`config.mk`:
```
export PLATFORM = sky130hd
export DESIGN_NAME = mips_mc_controller
export DESIGN_NICKNAME = d
export VERILOG_FILES = /design/src/rtl/mips_mc_controller.sv
export SDC_FILE = /design/constraint.sdc
export NUM_CORES = 1
export LEC_CHECK = 0
export BUFFER_PORTS_ARGS = -buffer_cell sky130_fd_sc_hd__buf_4
export CAP_MARGIN = 20
export CORE_MARGIN = 10
export CORE_UTILIZATION = 50
export CTS_BUF_LIST = sky130_fd_sc_hd__clkbuf_16
export CTS_CLUSTER_SIZE = 24
export DETAILED_ROUTE_END_ITERATION = 8
export GPL_ROUTABILITY_DRIVEN = 0
export PLACE_DENSITY_LB_ADDON = 0.05
export SETUP_SLACK_MARGIN = 0.3
export SLEW_MARGIN = 20
export SYNTH_ARGS = -nofsm -noshare
export SYNTH_HDL_FRONTEND = slang
export SYNTH_SLANG_ARGS = --single-unit
```
`constraint.sdc`:
```
create_clock -name clk -period 2 [get_ports clk]
set_input_delay 0.2 -clock clk [delete_from_list [all_inputs] [get_ports clk]]
set_output_delay 0.2 -clock clk [all_outputs]
set_load 0.02 [all_outputs]
```
`src/rtl/mips_mc_controller.sv`:
```
`default_nettype none
// ============================================================================
// Module  : mips_mc_controller
// Brief   : Multicycle MIPS control FSM (Moore) with illegal-op flag and
//           retired-instruction counter.
// Revision: 1.0 - initial release
// ============================================================================
module mips_mc_controller (
    input  logic        clk,
    input  logic        reset,
    input  logic [5:0]  Op,
    input  logic [5:0]  Funct,
    input  logic        Zero,
    output logic        IorD,
    output logic        MemWrite,
    output logic        IRWrite,
    output logic        RegDst,
    output logic        MemtoReg,
    output logic        RegWrite,
    output logic        ALUSrcA,
    output logic [1:0]  ALUSrcB,
    output logic [1:0]  PCSrc,
    output logic        PCEn,
    output logic [3:0]  ALUCtrl,
    output logic [3:0]  State,
    output logic        IllegalOp,
    output logic [31:0] InstrCount
);

    typedef enum logic [3:0] {
        S_FETCH   = 4'd0,
        S_DECODE  = 4'd1,
        S_MEMADR  = 4'd2,
        S_MEMRD   = 4'd3,
        S_MEMWB   = 4'd4,
        S_MEMWR   = 4'd5,
        S_RTYPEEX = 4'd6,
        S_RTYPEWB = 4'd7,
        S_BEQEX   = 4'd8,
        S_ADDIEX  = 4'd9,
        S_ADDIWB  = 4'd10,
        S_JEX     = 4'd11
    } state_t;

    localparam logic [5:0] c_OP_LW    = 6'b100011;
    localparam logic [5:0] c_OP_SW    = 6'b101011;
    localparam logic [5:0] c_OP_RTYPE = 6'b000000;
    localparam logic [5:0] c_OP_BEQ   = 6'b000100;
    localparam logic [5:0] c_OP_ADDI  = 6'b001000;
    localparam logic [5:0] c_OP_J     = 6'b000010;

    localparam logic [3:0] c_ALU_ADD = 4'b0010;
    localparam logic [3:0] c_ALU_SUB = 4'b0110;
    localparam logic [3:0] c_ALU_AND = 4'b0000;
    localparam logic [3:0] c_ALU_OR  = 4'b0001;
    localparam logic [3:0] c_ALU_SLT = 4'b0111;

    state_t      r_state;
    state_t      w_next;
    logic        r_illegal_op;
    logic [31:0] r_instr_count;
    logic        w_pcwrite;
    logic        w_branch;
    logic        w_rfunct_legal;
    logic [3:0]  w_rtype_alu;
    logic        w_decode_legal;
    logic        w_done;

    always_comb begin
        w_rfunct_legal = 1'b1;
        w_rtype_alu    = c_ALU_ADD;
        case (Funct)
            6'b100000: w_rtype_alu = c_ALU_ADD;
            6'b100010: w_rtype_alu = c_ALU_SUB;
            6'b100100: w_rtype_alu = c_ALU_AND;
            6'b100101: w_rtype_alu = c_ALU_OR;
            6'b101010: w_rtype_alu = c_ALU_SLT;
            default:   w_rfunct_legal = 1'b0;
        endcase
    end

    always_comb begin
        case (Op)
            c_OP_LW, c_OP_SW, c_OP_BEQ, c_OP_ADDI, c_OP_J: w_decode_legal = 1'b1;
            c_OP_RTYPE: w_decode_legal = w_rfunct_legal;
            default:    w_decode_legal = 1'b0;
        endcase
    end

    // Next-state logic; codes 12-15 fall into the default and recover to FETCH.
    always_comb begin
        w_next = S_FETCH;
        case (r_state)
            S_FETCH:  w_next = S_DECODE;
            S_DECODE: begin
                if (w_decode_legal) begin
                    case (Op)
                        c_OP_LW, c_OP_SW: w_next = S_MEMADR;
                        c_OP_RTYPE:       w_next = S_RTYPEEX;
                        c_OP_BEQ:         w_next = S_BEQEX;
                        c_OP_ADDI:        w_next = S_ADDIEX;
                        c_OP_J:           w_next = S_JEX;
                        default:          w_next = S_FETCH;
                    endcase
                end
            end
            S_MEMADR:  w_next = (Op == c_OP_LW) ? S_MEMRD : S_MEMWR;
            S_MEMRD:   w_next = S_MEMWB;
            S_RTYPEEX: w_next = S_RTYPEWB;
            S_ADDIEX:  w_next = S_ADDIWB;
            default:   w_next = S_FETCH;
        endcase
    end

    always_comb begin
        IorD      = 1'b0;
        MemWrite  = 1'b0;
        IRWrite   = 1'b0;
        RegDst    = 1'b0;
        MemtoReg  = 1'b0;
        RegWrite  = 1'b0;
        ALUSrcA   = 1'b0;
        ALUSrcB   = 2'b00;
        PCSrc     = 2'b00;
        ALUCtrl   = c_ALU_ADD;
        w_pcwrite = 1'b0;
        w_branch  = 1'b0;
        w_done    = 1'b0;
        case (r_state)
            S_FETCH: begin
                ALUSrcB   = 2'b01;
                IRWrite   = 1'b1;
                w_pcwrite = 1'b1;
            end
            S_DECODE: ALUSrcB = 2'b11;
            S_MEMADR, S_ADDIEX: begin
                ALUSrcA = 1'b1;
                ALUSrcB = 2'b10;
            end
            S_MEMRD: IorD = 1'b1;
            S_MEMWR: begin
                IorD     = 1'b1;
                MemWrite = 1'b1;
                w_done   = 1'b1;
            end
            S_MEMWB: begin
                MemtoReg = 1'b1;
                RegWrite = 1'b1;
                w_done   = 1'b1;
            end
            S_RTYPEEX: begin
                ALUSrcA = 1'b1;
                ALUCtrl = w_rtype_alu;
            end
            S_RTYPEWB: begin
                RegDst   = 1'b1;
                RegWrite = 1'b1;
                w_done   = 1'b1;
            end
            S_ADDIWB: begin
                RegWrite = 1'b1;
                w_done   = 1'b1;
            end
            S_BEQEX: begin
                ALUSrcA  = 1'b1;
                ALUCtrl  = c_ALU_SUB;
                PCSrc    = 2'b01;
                w_branch = 1'b1;
                w_done   = 1'b1;
            end
            S_JEX: begin
                PCSrc     = 2'b10;
                w_pcwrite = 1'b1;
                w_done    = 1'b1;
            end
            default: ;
        endcase
    end

    always_ff @(posedge clk) begin
        if (reset) begin
            r_state       <= S_FETCH;
            r_illegal_op  <= 1'b0;
            r_instr_count <= 32'd0;
        end else begin
            r_state <= w_next;
            if (r_state == S_DECODE && !w_decode_legal)
                r_illegal_op <= 1'b1;
            if (w_done)
                r_instr_count <= r_instr_count + 32'd1;
        end
    end

    assign PCEn       = w_pcwrite | (w_branch & Zero);
    assign State      = r_state;
    assign IllegalOp  = r_illegal_op;
    assign InstrCount = r_instr_count;

endmodule
`default_nettype wire

```
Word-level counts from Yosys, hierarchy flattened
Index checks and enable logic that the tools add are counted.

Register bits after elaboration: 37. Bits in latches: 0. Bits in writable memories: 0. Bits in read-only memories: 0. Bits of input ports: 15. Output and inout bits: 53. Word-level logic and storage cells: 60. Memories kept: 0.

Add/subtract/negate cells: 1. Multipliers: 0. Div/mod/pow operators: 0. Order comparisons: 0. Equal/unequal tests: 21. Shifts and indexed selects: 0. Muxes and demuxes: 20. Bitwise gates (word level): 2. Reduce and logical (&&, ||, !) cells: 13.

Operators with widths (count): $eq A6 B6 Y1 const B (7); $add A32 B1 Y32 const B (1); $pmux W4 S6 (1); $pmux W4 S5 (1); $eq A4 B3 Y1 const B (4); $eq A4 B4 Y1 const B (4); $pmux W3 S4 (1); $mux W1 (11); $reduce_or A5 Y1 (2); $eq A4 B2 Y1 const B (2); $pmux W4 S2 (1); $reduce_or A2 Y1 (4); $eq A6 B2 Y1 const B (1); $eq A6 B3 Y1 const B (1); $eq A6 B4 Y1 const B (1); $logic_not A6 Y1 (1); $pmux W2 S3 (1); $reduce_or A6 Y1 (1); $eq A4 B1 Y1 const B (1); $logic_not A4 Y1 (1); $mux W4 (1); $pmux W2 S2 (1); $reduce_or A4 Y1 (1); $mux W3 (1); 6 further kinds (6).

Logic depth before layout (Yosys ltp)
Gate-level depths: netlist of run 1.

Depth after elaboration: 6. Depth in mapped cells: 7. Mapped depth without buffers: 6.

Worst setup path after synthesis of run 1
OpenSTA, ideal clock, no wires.

Path type: register -> register. Start point: reg r_instr_count[13], in the netlist InstrCount[13]. End point: reg r_instr_count[30], in the netlist InstrCount[30]. Setup time: 0.071 ns. Data arrival time: 1.732 ns. Data required time: 1.929 ns. Path slack: 0.197 ns. Cell stages (with the launch flop): 7. Path buffers: 1. Cells stage by stage: dfxtp_1 nand4_2 nor4_4 nand4b_1 buf_2 or3_1 a21oi_1.

Word-level cells in the longest chain between the ends: 1.

RTL lines: start: declaration (line 61) `logic [31:0] r_instr_count;`; start signal: assignment (line 190) `r_instr_count <= r_instr_count + 32'd1;`; $add A32 B1 Y32 (line 190).

No other way between the ends. A chain may end at the register's enable or synchronous reset.

Worst setup path after layout of run 1
Start point: reg r_instr_count[9], in the netlist InstrCount[9]. End point: reg r_instr_count[24], in the netlist InstrCount[24].

Same word-level chain as after synthesis.

==> results.sh, run 1 <==
export IMPL_drt_iter0_markers=112
export IMPL_r2r_end="InstrCount[24]"
export IMPL_root_buffer="clkbuf_16"
export IMPL_met2WireLength_um=2811
export IMPL_p_leak_nw=1.149
export IMPL_vdd_drop_max_uv=520.2
export IMPL_top_layer_used="met4"
export IMPL_setup_viol=0
export IMPL_drv_cap=0
export IMPL_pin_count=68
export IMPL_postRouteAntennaNets=0
export IMPL_hold_end="State[0]"
export IMPL_io_buffer_count=66
export IMPL_start_util=0.5199
export IMPL_syn_nets=286
export IMPL_drc=0
export IMPL_synth_top_area_frac=0.3562
export IMPL_ys_flop_type="dfxtp_1"
export IMPL_gr_usage_all_layers=0.1549
export IMPL_cts_max_level=2
export IMPL_end_kind="register"
export IMPL_seq_area_um2=777.0
export IMPL_dp_hpwl_um=4208
export IMPL_yosysUniqueCellTypes=48
export IMPL_tns_ps=0
export IMPL_core_area_um2=4000
export IMPL_clk_latency_ps=280
export IMPL_worstPathArrival_ps=1930
export IMPL_final_cell_mix="buf_4 (81), nor2_1 (27), nand2_1 (23)"
export IMPL_totalWireLength_um=5921
export IMPL_cts_tree="yes"
export IMPL_min_path_cells=4
export IMPL_synth_yosys_seq_area_share=0.3562
export IMPL_synth_warnings=0
export IMPL_antenna_found_initial=0
export IMPL_cts_made_buffers=5
export IMPL_drt_met1_wl_um=2651
export IMPL_grt_max_degree=39
export IMPL_num_antenna_cells=0
export IMPL_areaGrowthSynthToFinish_pct=45.61
export IMPL_synth_edf_count=0
export IMPL_rows=23
export IMPL_die_height_um=84.49
export IMPL_r2r_slack_ps=290
export IMPL_avgViaCountPerCell=5.509
export IMPL_period_minus_slack_ps=1713
export IMPL_synthTopCellsByArea="dfxtp_1 (36%), a21oi_1 (5.3%), nor2_1 (5.2%)"
export IMPL_drv_slew=0
export IMPL_worstPathMaxFanout=12
export IMPL_grt_pass1_wl_um=9528
export IMPL_clockBufferDepth=2
export IMPL_dr_pass1_iters=4
export IMPL_ys_async_sr_fraction=0
export IMPL_final_common_cell="buf_4"
export IMPL_holdWs_ps=268.8
export IMPL_multi_input_area_um2=1340
export IMPL_postLayoutCoreUtil=0.7570
export IMPL_r2r_worst_path_cells=6
export IMPL_startpoint_type="register"
export IMPL_worstHoldPathType="input pin to register"
export IMPL_die_area_um2=7139
export IMPL_status="complete, no violations"
export IMPL_worstHoldStart="Op[5]"
export IMPL_synth_area_per_cell_um2=7.702
export IMPL_yosysTopAreaCell="dfxtp_1"
export IMPL_grt_overflow=0
export IMPL_finalCritPeriodShare=0.8567
export IMPL_grt_pass1_vias=2057
export IMPL_p_total_w=0.001625
export IMPL_synth_cell_area_um2=2079
export IMPL_die_w_um=84.49
export IMPL_required_ps=2220
export IMPL_num_nets_final=364
export IMPL_worstSetupPathType="register to register"
export IMPL_fin_cells=399
export IMPL_syn_instance_count=270
export IMPL_ctsHoldBuffers=0
export IMPL_max_clock_freq_mhz=583.6
export IMPL_clk_transition_reported_paths_ps=60
export IMPL_final_hold_viol_count=0
export IMPL_layout_drive_gt1_share=0.3954
export IMPL_clock_skew_ps=5.844
export IMPL_r2r_start="InstrCount[9]"
export IMPL_place_inst=377
export IMPL_power_density_nw_per_um2=536.8
export IMPL_routedWlPerCell_um=14.84
export IMPL_ys_ff_latch=37
export IMPL_clock_sinks=37
export IMPL_dr_wl_met3_um=394
export IMPL_rsz0062_at_grt="yes"
export IMPL_num_fill_cells=312
export IMPL_vias=2198
==> how the worst max path moves through the flow <==
stage                   start        endpoint
5_1_grt         InstrCount[9]  InstrCount[30]
3_3_place_gp   InstrCount[13]  InstrCount[27]
3_5_place_dp   InstrCount[13]  InstrCount[27]
6_report        InstrCount[9]  InstrCount[24]
4_1_cts              State[1]      ALUCtrl[2]
2_1_floorplan        State[0]      ALUCtrl[2]
==> report_power, final <==
group	switching [W]	internal (W)	leakage, nW
clock network	0.000302	0.000456	0.0696
logic	0.0000717	0.0000544	0.769
registers	0.00000593	0.000735	0.309
total	0.000379	0.00125	1.15
==> through the flow <==
stage               cell area [um^2]  worst slack (ps)
floorplan                       2105             300.9
global placement                2641             128.9
detailed placement              2641             84.28
CTS                             2867             279.8
global route                    3028             182.0
finish                          3028             286.5
==> logic make-up after synthesis <==
family,synth area share
and+or+nand+nor,0.3472
AOI/OAI and AO/OA,0.1595
DFF,0.3562
buffers and inverters,0.04933
xor gates and xnor gates,0.08002
adders and majority gates,0.006016
other,0.001803
==> state kept, by name, indices dropped and copies added, names as in the netlist <==
| signal | cells |
|---|---|
| IllegalOp | 1 |
| InstrCount | 32 |
| State | 4 |
==> Yosys cell counts, types with 2 or more instances <==
cell type	n
nand3_1	12
or4_1	5
and4_1	2
or3_1	12
nand2b_1	4
buf_4	2
o31ai_1	2
buf_2	4
xor2_1	9
dfxtp_1	37
nand3b_1	2
a21oi_1	22
clkbuf_1	9
inv_1	8
nand4_1	11
xnor2_1	10
nor2b_1	7
o21ai_0	16
nand2_1	23
nor4_1	5
nor3_1	13
nor2_1	29
==> final cells by class <==
class                           count  area share
Timing Repair Buffer               87      0.2231
Tap cell                           50     0.02066
Inverter                            8    0.009917
Multi-Input combinational cell    209      0.4426
Clock buffer                        5     0.04132
Sequential cell                    37      0.2566
Clock inverter                      3    0.005785
==> repair_timing <==
item,in CTS,in global routing
resized for setup,9,30
pin swaps,4,9
gates cloned,0,0
setup endpoints to repair,21,21
buffers inserted,7,7
==> worst max-delay path, cell delays in order (launching register included) <==
cell and delay (ps):
dfxtp_2 380, nand2_1 110, nor4_4 350, nand4b_1 170, buf_6 170, or3_1 320, a21oi_2 130
==> layer usage <==
layer / vias up / global-route usage
met4: 0 / 0.05240
met1: 1020 / 0.1853
met5: - / 0
met2: 51 / 0.2512
met3: 5 / 0.05411
li1: 1122 / -
Power figures use the tool's default switching activity.
==> run 2: changes to the inputs <==
REMOVE_ABC_BUFFERS = 1   (was default)
==> run 2 against run 1 <==
  * Via count up 6.6%
  * Utilization is 3.7 points higher
  * Worst hold slack got worse by 20 ps
  * Clock skew decreased by 1.6 ps
  * Sequential cell count did not move
  * Highest routed layer unchanged
==> results.sh, run 2 (synthesis results as in run 1) <==
export IMPL_io_buffer_count=66
export IMPL_clk_transition_reported_paths_ps=60
export IMPL_pin_count=68
export IMPL_r2r_slack_ps=290
export IMPL_num_nets_final=373
export IMPL_worstHoldStart="reset"
export IMPL_clock_skew_ps=4.218
export IMPL_fin_cells=408
export IMPL_vias=2342
export IMPL_drc=0
export IMPL_largest_register_ffs=32
export IMPL_place_inst=383
export IMPL_root_buffer="clkbuf_16"
export IMPL_final_hold_viol_count=0
export IMPL_setup_viol=0
export IMPL_required_ps=2210
export IMPL_die_w_um=84.49
export IMPL_p_leak_nw=1.220
export IMPL_holdWs_ps=249.1
export IMPL_grt_overflow=0
export IMPL_drv_cap=0
export IMPL_grt_max_degree=21
export IMPL_dr_pass1_iters=4
export IMPL_core_area_um2=4000
export IMPL_power_density_nw_per_um2=594.1
export IMPL_final_cell_mix="buf_4 (90), nor2_1 (27), dfxtp_1 (21), a21oi_1 (21), nand2_1 (20)"
export IMPL_worstPathArrival_ps=1910
export IMPL_die_height_um=84.49
export IMPL_period_minus_slack_ps=1705
export IMPL_clk_latency_ps=280
export IMPL_finalCritPeriodShare=0.8525
export IMPL_grt_pass1_wl_um=9867
export IMPL_antenna_found_initial=0
export IMPL_num_fill_cells=273
export IMPL_final_common_cell="buf_4"
export IMPL_cts_max_level=2
export IMPL_routedWlPerCell_um=16.69
export IMPL_end_kind="register"
export IMPL_worstPathMaxFanout=4
export IMPL_grt_pass1_vias=2100
export IMPL_layout_drive_gt1_share=0.4218
export IMPL_rsz0062_at_grt="yes"
export IMPL_final_area_um2=3176
export IMPL_detailed_place_area_um2=2663
export IMPL_vdd_drop_max_uv=499.8
export IMPL_clockBufferDepth=2
export IMPL_cts_tree="yes"
export IMPL_die_area_um2=7139
export IMPL_status="complete, no violations"
export IMPL_drv_slew=0
export IMPL_r2r_end="InstrCount[18]"
export IMPL_drt_iter0_markers=137
export IMPL_min_path_cells=2
export IMPL_startpoint_type="register"
export IMPL_tns_ps=0
export IMPL_areaGrowthSynthToFinish_pct=52.71
export IMPL_max_clock_freq_mhz=586.5
export IMPL_r2r_worst_path_cells=7
export IMPL_rows=23
export IMPL_ctsHoldBuffers=0
export IMPL_totalWireLength_um=6809
export IMPL_cp_startpoint="InstrCount[0]"
export IMPL_clock_sinks=37
export IMPL_gr_usage_all_layers=0.1613
export IMPL_hold_end="InstrCount[20]"
export IMPL_worstHoldPathType="input pin to register"
export IMPL_cts_made_buffers=5
export IMPL_p_total_w=0.001886
export IMPL_avgViaCountPerCell=5.740
export IMPL_r2r_start="InstrCount[0]"
export IMPL_dp_hpwl_um=4438
export IMPL_start_util=0.5199
export IMPL_num_antenna_cells=0
export IMPL_postRouteAntennaNets=0
export IMPL_worstSetupPathType="register to register"
[run 2: report_power, final]
group | internal [W] | switching (W)
clock | 0.000711 | 0.000296
combinational | 0.0000605 | 0.0000789
sequential | 0.000735 | 0.00000434
total | 0.00151 | 0.000379
[run 2: what timing repair did]
action,CTS,global route
gates resized for setup,19,41
gates cloned,0,1
buffers inserted,2,14
pin swaps,4,9
endpoints found under the setup margin,27,26
[run 2: through the flow]
| step | worst slack [ps] | utilization |
|---|---|---|
| after detailed placement | 1.176 | 0.6656 |
| after global placement | 164.5 | 0.6656 |
| final | 295.0 | 0.7939 |
| after floorplan | -200.1 | - |
| after CTS | 253.9 | 0.7288 |
| after global routing | 201.3 | 0.7939 |
[run 2: worst max-delay path by stage]
stage	to	cells after the start
floorplan	InstrCount[27]	5
global placement	InstrCount[20]	5
detailed placement	InstrCount[20]	5
CTS	ALUCtrl[1]	5
global route	InstrCount[31]	5
finish	InstrCount[18]	7
[run 2: area by class of cell]
| cell class | instances | area (um^2) | area share |
|---|---|---|---|
| Multi-Input combinational cell | 209 | 1374 | 0.4326 |
| Sequential cell | 37 | 773.2 | 0.2435 |
| Timing Repair Buffer | 96 | 745.7 | 0.2348 |
| Clock buffer | 5 | 125.1 | 0.03940 |
| Clock inverter | 3 | 65.06 | 0.02049 |
| Tap cell | 50 | 62.56 | 0.01970 |
| Inverter | 8 | 30.03 | 0.009456 |
[run 2: routing by layer]
metal / up-vias / track usage / part of all wire
met2: 95 / 0.2560 / 0.47
met3: 15 / 0.05604 / 0.076
li1: 1141 / - / -
met1: 1091 / 0.1959 / 0.44
met4: 0 / 0.05988 / 0.017
met5: - / 0 / 0
[run 2: worst max-delay path, cell delays in order (launching register included)]
cell and delay [ps]:
dfxtp_4 380, ha_4 150, nand4_1 130, buf_4 190, nor2_4 170, nand3_2 130
or3_1 320, a21oi_1 150
==> run 3: changes to the inputs <==
BUFFER_PORTS_ARGS = default   (was -buffer_cell sky130_fd_sc_hd__buf_4)
DONT_BUFFER_PORTS = 1   (was default)
SETUP_SLACK_MARGIN = default   (was 0.3)
SKIP_CTS_REPAIR_TIMING = 1   (was default)
==> run 3 against run 2 <==
  * Utilization down 14 points
  * Fmax is 6.9% lower
  * Clock skew increased by 2.0 ps
  * Global-route usage fell by 0.79 points
  * Via count is 11% lower
  * Power is 10% lower
  * First-iteration DRC count down 11%
  * Sequential power up 1%
  * Cell count shrank 12%
  * Critical endpoint is now ALUCtrl[2]
==> results.sh, run 3 (synthesis results as in run 1) <==
export IMPL_worstHoldPathType="input pin to register"
export IMPL_power_frac_clock=0.507
export IMPL_endpoint="ALUCtrl[2]"
export IMPL_vdd_drop_max_uv=632.7
export IMPL_postRouteAntennaNets=0
export IMPL_finalCritPeriodShare=0.9157
export IMPL_final_area_um2=2600
export IMPL_die_w_um=84.49
export IMPL_worstSetupPathType="register to output port"
export IMPL_r2r_slack_ps=210
export IMPL_worstPathArrival_ps=1630
export IMPL_avgViaCountPerCell=5.830
export IMPL_grt_overflow=0
export IMPL_rsz0062_at_grt="no"
export IMPL_postLayoutCoreUtil=0.6500
export IMPL_drt_iter0_markers=122
export IMPL_cts_max_level=2
export IMPL_cp_startpoint="State[1]"
export IMPL_required_ps=1800
export IMPL_drc=0
export IMPL_grt_pass1_vias=1910
export IMPL_layout_drive_gt1_share=0.1909
export IMPL_dp_hpwl_um=4245
export IMPL_power_density_nw_per_um2=650.7
export IMPL_areaGrowthSynthToFinish_pct=25.03
export IMPL_setup_viol=0
export IMPL_r2r_start="InstrCount[5]"
export IMPL_r2r_worst_path_cells=5
export IMPL_dr_pass1_iters=4
export IMPL_totalWireLength_um=5677
export IMPL_drv_slew=0
export IMPL_root_buffer="clkbuf_16"
export IMPL_die_area_um2=7139
export IMPL_die_height_um=84.49
export IMPL_netSwitchingFraction=0.1992
export IMPL_final_cell_mix="buf_4 (45), dfxtp_1 (37), nor2_1 (29)"
export IMPL_clk_latency_ps=280
export IMPL_start_util=0.5199
export IMPL_io_buffer_count=0
export IMPL_r2r_end="InstrCount[17]"
export IMPL_period_minus_slack_ps=1831
export IMPL_num_nets_final=324
export IMPL_rows=23
export IMPL_largest_register_ffs=32
export IMPL_grt_max_degree=39
export IMPL_detailed_place_area_um2=2400
export IMPL_cts_tree="yes"
export IMPL_vias=2093
export IMPL_clock_sinks=37
export IMPL_drv_cap=0
export IMPL_cts_made_buffers=5
export IMPL_max_clock_freq_mhz=546.0
export IMPL_worstPathMaxFanout=4
export IMPL_p_int_w=0.001355
export IMPL_clk_transition_reported_paths_ps=50
export IMPL_pin_count=68
export IMPL_preCtsSetupSlack_ps=142.0
export IMPL_status="complete, no violations"
export IMPL_clockBufferDepth=2
export IMPL_clock_skew_ps=6.181
export IMPL_startpoint_type="register"
export IMPL_p_leak_nw=0.9347
export IMPL_gr_usage_all_layers=0.1534
export IMPL_seq_power_share=0.442
export IMPL_power_frac_comb=0.051
export IMPL_routedWlPerCell_um=15.81
export IMPL_p_switching_w=0.0003371
export IMPL_grt_pass1_wl_um=9232
export IMPL_final_hold_viol_count=0
export IMPL_final_common_cell="buf_4"
export IMPL_num_antenna_cells=0
export IMPL_core_area_um2=4000
export IMPL_antenna_found_initial=0
export IMPL_end_kind="output port"
export IMPL_fin_ws_ps=168.6
## run 3: cell count changes in the layout (fill, tap and decap cells not counted), moves of 3 or more
cell / change
nand3_1: +3
nor3_1: +3
nand2b_4: -3
dfxtp_2: -11
nand2_1: +3
nand2_2: -3
dfxtp_4: -5
buf_6: -4
nor2b_1: +3
nand2b_1: +3
dfxtp_1: +16
buf_4: -45
## run 3: how the worst min path moves through the flow
stage | cells past startpoint | endpoint | from | slack [ps]
2_1_floorplan | 1 | InstrCount[17] | reset | 270
3_3_place_gp | 1 | InstrCount[21] | reset | 280
3_5_place_dp | 1 | InstrCount[21] | reset | 280
4_1_cts | 1 | InstrCount[21] | reset | -20
5_1_grt | 1 | State[3] | reset | 10
6_report | 1 | State[3] | reset | 10
## run 3: final cells by class
type / count / area [um^2]
fillers: 369 / 1400
multi-input cells: 209 / 1236
flip-flops and latches: 37 / 740.7
repair buffers: 47 / 367.9
clock buffers: 5 / 125.1
well taps: 50 / 62.56
clock inverters: 3 / 37.54
inverters: 8 / 30.03
## run 3: through the flow
step / total power [W] / setup TNS, ps / instances / hold slack (ps)
floorplan: 0.0008155 / -1769 / 254 / 269.1
global placement: 0.0008333 / 0 / 348 / 275.1
detailed placement: 0.0008345 / 0 / 348 / 276.5
CTS: 0.001697 / 0 / 356 / -21.60
global route: 0.001751 / 0 / 359 / 9.505
finish: 0.001692 / 0 / 359 / 11.33
## run 3: power by group through the flow
| stage | combinational (W) | clock, W | sequential, W |
|---|---|---|---|
| 2_1_floorplan | 0.0000458 | 0 | 0.000770 |
| 3_3_place_gp | 0.0000699 | 0 | 0.000763 |
| 3_5_place_dp | 0.0000708 | 0 | 0.000764 |
| 4_1_cts | 0.0000712 | 0.000879 | 0.000748 |
| 5_1_grt | 0.0000966 | 0.000906 | 0.000748 |
| 6_report | 0.0000869 | 0.000857 | 0.000748 |
## run 3: critical path, cell delays in order, from the launching register on
cell and delay, ps:
dfxtp_1 350, nor2b_1 380, nand3b_1 190, o21bai_1 440
## run 3: routing by layer
layer,routed length (um),share of wire,vias up,track usage
met5,0,0,-,0
met4,89,0.016,0,0.05838
met3,727,0.13,7,0.07440
met2,2392,0.42,91,0.2231
met1,2468,0.43,954,0.1901
li1,-,-,1041,-
